===== src/rtl/instr_load_ctrl.sv =====
// Boot-time loader: streams the transmitter's program image into the CPU
// instruction memory write port and holds the CPU until the image is complete.
module instr_load_ctrl #(
  parameter int IWIDTH  = 32,
  parameter int DEPTH   = 36,
  parameter int AWIDTH  = 6,
  parameter int TIMEOUT = 16
) (
  input  logic              lc_clk,
  input  logic              lc_rst,
  input  logic              lc_i_start,
  output logic              lc_o_syn,
  input  logic [IWIDTH-1:0] lc_i_instr,
  input  logic              lc_i_ack,
  input  logic              lc_i_last,
  output logic              lc_o_wr_en,
  output logic [AWIDTH-1:0] lc_o_wr_addr,
  output logic [IWIDTH-1:0] lc_o_wr_data,
  output logic              lc_o_cpu_hold,
  output logic              lc_o_done,
  output logic [1:0]        lc_o_err,
  output logic [AWIDTH:0]   lc_o_count
);

  localparam int TWIDTH = (TIMEOUT > 2) ? $clog2(TIMEOUT) : 1;
  localparam logic [AWIDTH:0]   COUNT_LAST = (AWIDTH+1)'(DEPTH-1);
  localparam logic [TWIDTH-1:0] TMO_LAST   = TWIDTH'(TIMEOUT-1);
  localparam logic [1:0] ERR_NONE = 2'b00;
  localparam logic [1:0] ERR_TMO  = 2'b01;
  localparam logic [1:0] ERR_OVF  = 2'b10;

  typedef enum logic [1:0] {S_IDLE, S_STREAM, S_DONE, S_ERR} state_t;

  state_t            state_q, state_d;
  logic [AWIDTH:0]   count_q, count_d;
  logic [TWIDTH-1:0] tmo_q, tmo_d;
  logic              wr_en_q, wr_en_d;
  logic [AWIDTH-1:0] wr_addr_q, wr_addr_d;
  logic [IWIDTH-1:0] wr_data_q, wr_data_d;
  logic [1:0]        err_q, err_d;

  logic streaming, accept, final_word, tmo_hit;

  assign streaming  = (state_q == S_STREAM);
  assign accept     = streaming && lc_i_ack;
  assign final_word = lc_i_last || (count_q == COUNT_LAST);
  assign tmo_hit    = streaming && !lc_i_ack && (tmo_q == TMO_LAST);

  always_ff @(posedge lc_clk or negedge lc_rst) begin
    if (!lc_rst) state_q <= S_IDLE;
    else         state_q <= state_d;
  end

  always_comb begin
    state_d = state_q;
    case (state_q)
      S_IDLE, S_DONE, S_ERR: if (lc_i_start) state_d = S_STREAM;
      S_STREAM: begin
        // A last marker takes priority over the depth limit on the same word.
        if (accept) begin
          if (lc_i_last)                   state_d = S_DONE;
          else if (count_q == COUNT_LAST)  state_d = S_ERR;
        end else if (tmo_hit) begin
          state_d = S_ERR;
        end
      end
      default: state_d = S_IDLE;
    endcase
  end

  always_comb begin
    lc_o_syn      = streaming && !(lc_i_ack && final_word);
    lc_o_cpu_hold = (state_q != S_DONE);
    lc_o_done     = (state_q == S_DONE);
  end

  always_comb begin
    count_d   = count_q;
    tmo_d     = tmo_q;
    wr_en_d   = 1'b0;
    wr_addr_d = wr_addr_q;
    wr_data_d = wr_data_q;
    err_d     = err_q;
    if (!streaming) begin
      if (lc_i_start) begin
        count_d = '0;
        tmo_d   = '0;
        err_d   = ERR_NONE;
      end
    end else if (lc_i_ack) begin
      wr_en_d   = 1'b1;
      wr_addr_d = count_q[AWIDTH-1:0];
      wr_data_d = lc_i_instr;
      count_d   = count_q + 1'b1;
      tmo_d     = '0;
      if (!lc_i_last && (count_q == COUNT_LAST)) err_d = ERR_OVF;
    end else if (tmo_hit) begin
      tmo_d = '0;
      err_d = ERR_TMO;
    end else begin
      tmo_d = tmo_q + 1'b1;
    end
  end

  always_ff @(posedge lc_clk or negedge lc_rst) begin
    if (!lc_rst) begin
      count_q   <= '0;
      tmo_q     <= '0;
      wr_en_q   <= 1'b0;
      wr_addr_q <= '0;
      wr_data_q <= '0;
      err_q     <= ERR_NONE;
    end else begin
      count_q   <= count_d;
      tmo_q     <= tmo_d;
      wr_en_q   <= wr_en_d;
      wr_addr_q <= wr_addr_d;
      wr_data_q <= wr_data_d;
      err_q     <= err_d;
    end
  end

  assign lc_o_wr_en   = wr_en_q;
  assign lc_o_wr_addr = wr_addr_q;
  assign lc_o_wr_data = wr_data_q;
  assign lc_o_err     = err_q;
  assign lc_o_count   = count_q;

endmodule


===== config.mk =====
export PLATFORM = sky130hd
export DESIGN_NAME = instr_load_ctrl
export DESIGN_NICKNAME = d
export VERILOG_FILES = /design/src/rtl/instr_load_ctrl.sv
export SDC_FILE = /design/constraint.sdc
export NUM_CORES = 1
export LEC_CHECK = 0
export BUFFER_PORTS_ARGS = -buffer_cell sky130_fd_sc_hd__buf_2
export CAP_MARGIN = 15
export CORE_ASPECT_RATIO = 1.1
export CORE_MARGIN = 3
export CORE_UTILIZATION = 39
export DETAILED_ROUTE_END_ITERATION = 8
export PLACE_DENSITY = 0.68
export SLEW_MARGIN = 20
export SYNTH_ARGS = -nofsm -noshare
export SYNTH_HDL_FRONTEND = slang
export SYNTH_SLANG_ARGS = --single-unit

===== constraint.sdc =====
create_clock -name lc_clk -period 1.8 [get_ports lc_clk]
set_input_delay 0.18 -clock lc_clk [delete_from_list [all_inputs] [get_ports lc_clk]]
set_output_delay 0.18 -clock lc_clk [all_outputs]
set_load 0.01 [all_outputs]

Word level (Yosys, flattened, before mapping)
Cells that the tools add are included.

operators by class
  $add $sub $neg = 2
  equal/unequal tests = 12
  mux-type cells = 20
  reduce and logical (&&, ||, !) cells = 17

operator list
  cell                                                                      number
  7-bit 2-to-1 mux                                                          3
  2-bit 2-to-1 mux                                                          10
  4-bit 2-to-1 mux                                                          4
  7-bit by 1-bit adder with 7-bit output (second input constant)            1
  7-bit by 6-bit == test with 1-bit output (second input constant)          1
  1-bit logical AND                                                         6
  2-bit inequality test (second input constant)                             3
  3-bit by 2-bit inequality test with 1-bit output (second input constant)  2
  3-bit AND reduction                                                       2
  4-bit by 1-bit adder with 4-bit output (second input constant)            1
  2-bit == test (second input constant)                                     2
  4-bit == test (second input constant)                                     1
  4-bit by 3-bit inequality test with 1-bit output (second input constant)  1
  2-bit case mux with 2 select lines                                        1
  2-bit AND reduction                                                       2
  1-bit logical NOT                                                         3
  3-bit by 1-bit inequality test with 1-bit output (second input constant)  1
  3-bit OR reduction                                                        1
  2-bit by 1-bit == test with 1-bit output (second input constant)          1
  2-bit logical NOT                                                         1
  1-bit 2-to-1 mux                                                          2
  2-bit nonzero test                                                        1
  1-bit logical OR                                                          1

storage, ports and cells
  flip-flop bits (word level) = 54
  input bits = 37
  output and inout bits = 51
  word-level logic and storage cells = 58

Depth between registers and ports, before layout
Gate-level depths: netlist (run 1).

  word-level depth = 6
  depth in mapped cells = 6
  mapped depth without buffers = 4

Worst setup path before layout (run 1)
Ideal clock, no wire load.

  path type = register to output
  start = reg count_q[4], in the netlist lc_o_count[4]
  end = out lc_o_syn
  arrival time = 1309 ps
  required time = 1620 ps
  path slack = 311 ps
  stages on the path, launching flop included = 4
  buffers on the path = 0
  cells stage by stage = dfrtp_1 -> or4b_4 -> nor3b_2 -> o31ai_1

on the way
  longest elaborated chain between the ends = 5

ends and longest elaborated chain
  what                                      RTL line  source
  start: declaration                        35        logic [AWIDTH:0] count_q, count_d;
  start signal: assignment                  114       count_q <= count_d;
  7-bit by 6-bit == test with 1-bit output  46        assign final_word = lc_i_last || (count_q == COUNT_LAST);
  1-bit logical OR                          46
  1-bit logical AND                         72        lc_o_syn = streaming && !(lc_i_ack && final_word);
  1-bit logical NOT                         72
  1-bit logical AND                         72
  end: declaration                          12        output logic lc_o_syn,

Every way passes these cells.

Worst setup path after layout (run 1)
  start = reg count_q[2], in the netlist lc_o_count[2]
  end = out lc_o_syn

The elaborated chain is that of the path after synthesis.

==> run summary, run 1 <==
Avg WL per Cell -> 12.69 µm
1st-iter DRT viols -> 117
core area -> 5535 µm²
number of synthesized register bits -> 54
Async S/R FF share, synth -> 100.0%
xor and xnor area share after synthesis -> 0.3817%
CP Data Required Time -> 1620 ps
WS Path Type -> reg2out
mux contribution to synthesized area -> 1.418%
slowest CP cell -> or4b_4
Final Total Pwr -> 3.591 mW
via-per-instance ratio -> 4.704
Die ar. -> 6841 µm²
delay-heaviest family, CP -> simple AND/OR/NAND/NOR gates
final worst setup slack -> -65.56 ps
Post-DRT Antenna Nets -> 0
largest family of logic cells by synthesized area -> simple AND/OR/NAND/NOR gates
failing checks -> setup timing
Worst Tran Pin Value -> 555.9 ps
Total GRT Usage -> 16.44%
maxcap violations -> 0
final hold violation count -> 0
VDD IR max -> 0.0006005 V
crit end category -> primary output
FP Rows -> 28
CP Max Fanout -> 2
leakage power figure -> 1.714 nW
post-synthesis adder-cell area fraction -> 1.091%
worst-case clock buffer depth -> 2
total power per unit cell area -> 1196 nW/µm²
Relative slew margins -> 62.94%
Post-Layout Inst Area -> 3003 µm²
Main synth FF type -> dfrtp_1
CTS sink cnt -> 54
final setup fails -> 1
crit-path cells -> or4b_4 > nor3b_4 > o31ai_1 > buf_2
Clk network pwr share -> 22.0%
Synth warnings -> 0
Clock Pin Slew Worst Setup and Hold Paths -> 90 ps
Initial Util -> 41.46%
initial antenna violation count -> 0
fin util -> 54.25%
Worst Path Buf+Inv -> 1
hold path cells -> 3
# nets final -> 379
RSZ-0062 raised after global routing -> yes
Crit path largest cell delay -> 570 ps
Detailed Route WL -> 5279 µm
Setup Skew -> 6.320 ps
Placed Area -> 2843 µm²
startpoint types -> register
vias -> 1957
CTS tree -> built
most frequent cells in the layout -> nand2_1, buf_2, dfrtp_1, buf_4, clkbuf_8
distinct cell type count after synthesis -> 44
Compound-Gate Fraction of Synth Area -> 7.143%
GRT overflow -> 0
Syn Inst Count -> 243
Internal -> 2.402 mW
Hold WC Path Type -> in2reg
Tcrit/Tclk final -> 103.6%
crit path time final -> 1866 ps
Die Span X -> 79.14 µm
DP Worst Slack -> 170.1 ps
largest net degree at the start of global routing -> 43
worst skew pair latency -> 300 ps
Post-synth EDFFs -> 0
cell area after synthesis -> 2295 µm²
H-tree levels -> 2
P_sw -> 1.189 mW
first-pass GRT wire length -> 9032 µm
Comb pwr share -> 30.5%
average size of a mapped cell -> 9.443 µm²
root buffer cell -> clkbuf_8
Sw Share -> 33.10%
CTS Buf Count -> 5
Simple-Gate Fraction of Synth Area -> 27.92%
Crit. path cell count -> 4
Slew Limit Fails -> 0
# DRC -> 0
Boundary Pins -> 88
most common cell after layout, fill and taps aside -> nand2_1
diode count -> 0
Seq pwr share -> 47.5%
critical path arrival -> 1690 ps
net count after synthesis -> 282
hpwl dp -> 3745 µm
IO Port Bufs -> 87
DRT Pass-1 Iters -> 4
fmax -> 0.5360 GHz
Register-to-Register Path Depth -> 5
vias in the first global route -> 1986
placer congestion estimate -> 0.8011
Seq/Total Area, Yosys -> 58.89%
Die Y -> 86.45 µm
layout cells sized above 1 -> 34.02%
area delta synth->final -> 30.86%
status -> finished, violations left
[routing by layer]
metal | global-route usage [%] | part of all wire (%) | wire [µm]
met1 | 20.88 | 42 | 2241
met3 | 4.262 | 7.8 | 411
met5 | 0 | 0 | 0
met2 | 27.95 | 49 | 2572
met4 | 4.375 | 1.0 | 53
[final timing paths]
kind	from	end	slack (ps)
setup / recovery	lc_o_count[2]$_DFFE_PN0P_	lc_o_syn	-70
setup reg to reg	lc_o_count[2]$_DFFE_PN0P_	state_q[1]$_DFFE_PN0P_	220
min in group asynchronous	lc_rst	lc_o_wr_data[7]$_DFFE_PN0P_	410
max in group asynchronous	lc_rst	tmo_q[2]$_DFFE_PN0P_	820
hold reg to reg	lc_o_wr_data[7]$_DFFE_PN0P_	lc_o_wr_data[7]$_DFFE_PN0P_	470
hold / removal	lc_i_instr[6]	lc_o_wr_data[6]$_DFFE_PN0P_	60
[logic make-up after synthesis]
logic type / count (synthesis)
buf+inv: 16
xor+xnor: 1
compound gates: 22
simple gates: 145
flops: 54
mux: 3
fa+ha+maj: 2
[cell type report]
type / instances / area [µm²]
clock buffers: 7 / 76.32
clock inverters: 1 / 30.03
fillers: 532 / 2532
inverters: 5 / 18.77
multi-input cells: 173 / 877.1
flip-flops and latches: 54 / 1351
well taps: 75 / 93.84
repair buffers: 101 / 555.5
[power by group through the flow]
stage	logic (mW)	registers, mW	clock network [mW]
floorplan	0.451	1.87	0
global placement	1.10	1.72	0
detailed placement	1.12	1.72	0
CTS	1.12	1.71	0.817
global route	1.24	1.76	0.861
finish	1.10	1.70	0.789
[Yosys cell counts (3+ instances only)]
master    count  area (µm²)
nand2_1     117       439.2
clkbuf_1      3       11.26
nor2b_1       3       18.77
nor2_1        3       11.26
dfrtp_1      54        1351
buf_2         7       35.03
inv_1         4       15.01
o31ai_1       3       22.52
o21ai_0       3       15.01
[per-stage QoR]
step	hold slack (ps)	instances	setup TNS (ps)
floorplan	-115.6	243	0
global placement	193.3	402	0
detailed placement	199.3	402	0
CTS	50.80	414	-87.57
global route	65.40	416	-136.7
finish	63.50	416	-65.56
[worst register-to-register path: stages, from the launching register on]
cell and delay [ps]:
dfrtp_1 380, or4b_4 570, nor3b_4 210, buf_4 130, buf_4 90, o211a_1 150
[state kept, by name, summed over array words and instances, names as in the netlist]
name          flops
tmo_q             4
lc_o_wr_data     32
lc_o_wr_addr      6
lc_o_count        7
lc_o_err          2
state_q           2
lc_o_wr_en        1
[timing repair]
| action | CTS | global route |
|---|---|---|
| endpoints found under the hold margin | 21 | 0 |
| setup endpoints to repair | 1 | 1 |
| gates resized for setup | 1 | 0 |
| pin swaps | 2 | 1 |
| setup buffers | 3 | 2 |
| hold buffers | 1 | 0 |
Note: power is estimated with default switching activity, not from simulation.
==> run 2, diff against run 1 <==
--- a/config.mk
+++ b/config.mk
@@ -9,9 +9,10 @@
 export CAP_MARGIN = 15
 export CORE_ASPECT_RATIO = 1.1
 export CORE_MARGIN = 3
-export CORE_UTILIZATION = 39
+export CORE_UTILIZATION = 25
 export DETAILED_ROUTE_END_ITERATION = 8
-export PLACE_DENSITY = 0.68
+export PLACE_DENSITY = 0.48
+export SKIP_CTS_REPAIR_TIMING = 1
 export SLEW_MARGIN = 20
 export SYNTH_ARGS = -nofsm -noshare
 export SYNTH_HDL_FRONTEND = slang
==> run 2 against run 1 <==
- the run still ends with setup timing left
- setup slack got worse by 58 ps
- worst hold slack worse by 9.2 ps
- design area rose by 1.4%
- total power up 1.7%
- final cell count rose by 8.9%
- routed wire length rose by 6.2%
- count of clock-buffer cells in the layout shrank 2
- global-route usage shrank 5.3 points
- combinational power about the same
- via count is 0.41% lower
- critical path type unchanged
- largest cell class unchanged
==> run summary, run 2 (synthesis gave the netlist of run 1 again) <==
Setup Skew -> 6.629 ps (+0.3094 ps)
hpwl dp -> 3943 µm (+5.3%)
Seq pwr share -> 46.7% (-0.8 points)
Avg WL per Cell -> 12.38 µm (-2.4%)
CP Max Fanout -> 5 (+3)
# nets final -> 377 (-0.53%)
via-per-instance ratio -> 4.302 (-8.5%)
DP Cell Count -> 442 (+10%)
final worst setup slack -> -124.0 ps (-58.48 ps)
critical path arrival -> 1740 ps (+50 ps)
diode count -> 0 (unchanged)
startpoint types -> register
H-tree levels -> 2 (unchanged)
RSZ-0062 raised after global routing -> yes
first-pass GRT wire length -> 9487 µm (+5.0%)
CP Data Required Time -> 1620 ps (about the same)
Detailed Route WL -> 5608 µm (+6.2%)
Hold WC Path Type -> in2reg
Final Total Pwr -> 3.652 mW (+1.7%)
slowest CP cell -> or4b_4
1st-iter DRT viols -> 77 (-34%)
Placed Area -> 2899 µm² (+2.0%)
GRT overflow -> 0 (unchanged)
layout cells sized above 1 -> 34.51% (+0.50 points)
Crit path largest cell delay -> 560 ps (about the same)
VDD IR max -> 0.0003925 V (-35%)
Clock Pin Slew Worst Setup and Hold Paths -> 110 ps (+20 ps)
Initial Util -> 25.73% (-16 points)
Die ar. -> 10370 µm² (+52%)
vias -> 1949 (-0.41%)
crit end category -> primary output
Clk network pwr share -> 22.9% (+0.9 points)
worst-case clock buffer depth -> 2 (unchanged)
IO Port Bufs -> 87 (unchanged)
Relative slew margins -> 80.31% (+17 points)
core area -> 8919 µm² (+61%)
Die Y -> 106.5 µm (+23%)
worst skew pair latency -> 310 ps (about the same)
failing checks -> setup timing
DRT Pass-1 Iters -> 4 (unchanged)
CTS Buf Count -> 5 (unchanged)
Tcrit/Tclk final -> 106.9% (+3.2 points)
Sw Share -> 34.04% (+0.94 points)
placer congestion estimate -> 0.7405 (-7.6%)
Slew Limit Fails -> 0 (unchanged)
Final Non-Filler Cells -> 453 (+8.9%)
TNS Setup -> -124.0 ps (-58.48 ps)
worst flop-to-flop path endpoint -> lc_o_err[0]$_DFFE_PN0P_
WS Path Type -> reg2out
fmax -> 0.5197 GHz (-3.0%)
crit-path cells -> or4b_4 > nor3b_4 > o31ai_1 > buf_2
Internal -> 2.409 mW (+0.28%)
status -> finished, violations left
Crit. Startpoint -> lc_o_count[4]$_DFFE_PN0P_
Sequential Area -> 1353 µm² (about the same)
final hold violation count -> 0 (unchanged)
area delta synth->final -> 32.66%
FP Rows -> 36 (+29%)
Total GRT Usage -> 11.16% (-5.3 points)
P_sw -> 1.243 mW (+4.6%)
CTS sink cnt -> 54 (unchanged)
Comb pwr share -> 30.4% (about the same)
most common cell after layout, fill and taps aside -> nand2_1
Die Span X -> 97.35 µm (+23%)
most frequent cells in the layout -> nand2_1, buf_2, dfrtp_1, buf_4, clkbuf_8
Largest register FFs -> 32 (unchanged)
setup slack, reg-to-reg -> 270 ps (+50 ps)
Post-DRT Antenna Nets -> 0 (unchanged)
vias in the first global route -> 1888 (-4.9%)
largest net degree at the start of global routing -> 55 (+28%)
crit path time final -> 1924 ps (+58.48 ps)
final setup fails -> 1 (unchanged)
CTS tree -> built
Boundary Pins -> 88 (unchanged)
DP Worst Slack -> 161.9 ps (-8.250 ps)
total power per unit cell area -> 1200 nW/µm² (+0.33%)
leakage power figure -> 1.707 nW (-0.39%)
Crit Reg-Reg Startpoint -> lc_o_count[0]$_DFFE_PN0P_
root buffer cell -> clkbuf_8
Critical Path Sink -> lc_o_syn
# DRC -> 0 (unchanged)
initial antenna violation count -> 0 (unchanged)
Register-to-Register Path Depth -> 4 (-1)
maxcap violations -> 0 (unchanged)
Post-Layout Inst Area -> 3044 µm² (+1.4%)
Multi-input gate area -> 877.1 µm² (unchanged)
Worst Tran Pin Value -> 295.4 ps (-260.5 ps)
fill cell count -> 932 (+75%)
-- run 2: cell count changes in the layout (fill, tap and decap cells not counted), sizes merged --
cell and delta:
clkinv +1, buf -2, inv +1, clkbuf -2
-- run 2: worst min-delay path by stage --
| stage | start | to | cells past startpoint | slack, ps |
|---|---|---|---|---|
| final | lc_i_instr[25] | lc_o_wr_data[25]$_DFFE_PN0P_ | 3 | 50 |
| after global routing | lc_i_instr[14] | lc_o_wr_data[14]$_DFFE_PN0P_ | 3 | 40 |
| after CTS | lc_rst | lc_o_wr_data[14]$_DFFE_PN0P_ | 2 | -140 |
| after detailed placement | lc_rst | state_q[1]$_DFFE_PN0P_ | 2 | 210 |
| after global placement | lc_rst | state_q[1]$_DFFE_PN0P_ | 2 | 210 |
| after floorplan | lc_rst | lc_o_count[0]$_DFFE_PN0P_ | 0 | -120 |
-- run 2: power groups by stage --
stage	Clock (mW)	Combinational (mW)	Sequential [mW]
after floorplan	0	0.451	1.87
after global placement	0	1.13	1.73
after detailed placement	0	1.14	1.73
after CTS	0.880	1.14	1.71
after global routing	0.940	1.26	1.75
final	0.837	1.11	1.70
-- run 2: per-layer routing --
| layer | vias to the layer above | global-route usage, % | part of all wire [%] | routed length, µm |
|---|---|---|---|---|
| met5 | - | 0 | 0 | 0 |
| met4 | 0 | 2.967 | 0.55 | 31 |
| met3 | 2 | 3.346 | 6.5 | 367 |
| met2 | 56 | 17.95 | 47 | 2620 |
| met1 | 910 | 14.67 | 46 | 2588 |
| li1 | 981 | - | - | - |
-- run 2: worst max-delay path: cells and delay by family, from the launching register on --
| kind | cells | cell delay [ps] |
|---|---|---|
| flops | 1 | 450 |
| buf+inv | 1 | 150 |
| simple gates | 2 | 760 |
| compound gates | 1 | 80 |
-- run 2: stage by stage --
stage,utilization (%),hold WS [ps]
finish,34.13,54.26
global placement,32.51,208.1
global route,34.13,37.36
CTS,33.77,-140.0
floorplan,-,-115.6
detailed placement,32.51,205.0
-- run 2: cell type report --
cell class,instances,share of cell area (%)
clock buffer,5,2.261
clock inverter,3,1.439
inverter,5,0.6165
multi-input combinational,173,28.81
sequential,54,44.43
tap,114,4.686
timing repair buffer,99,17.76
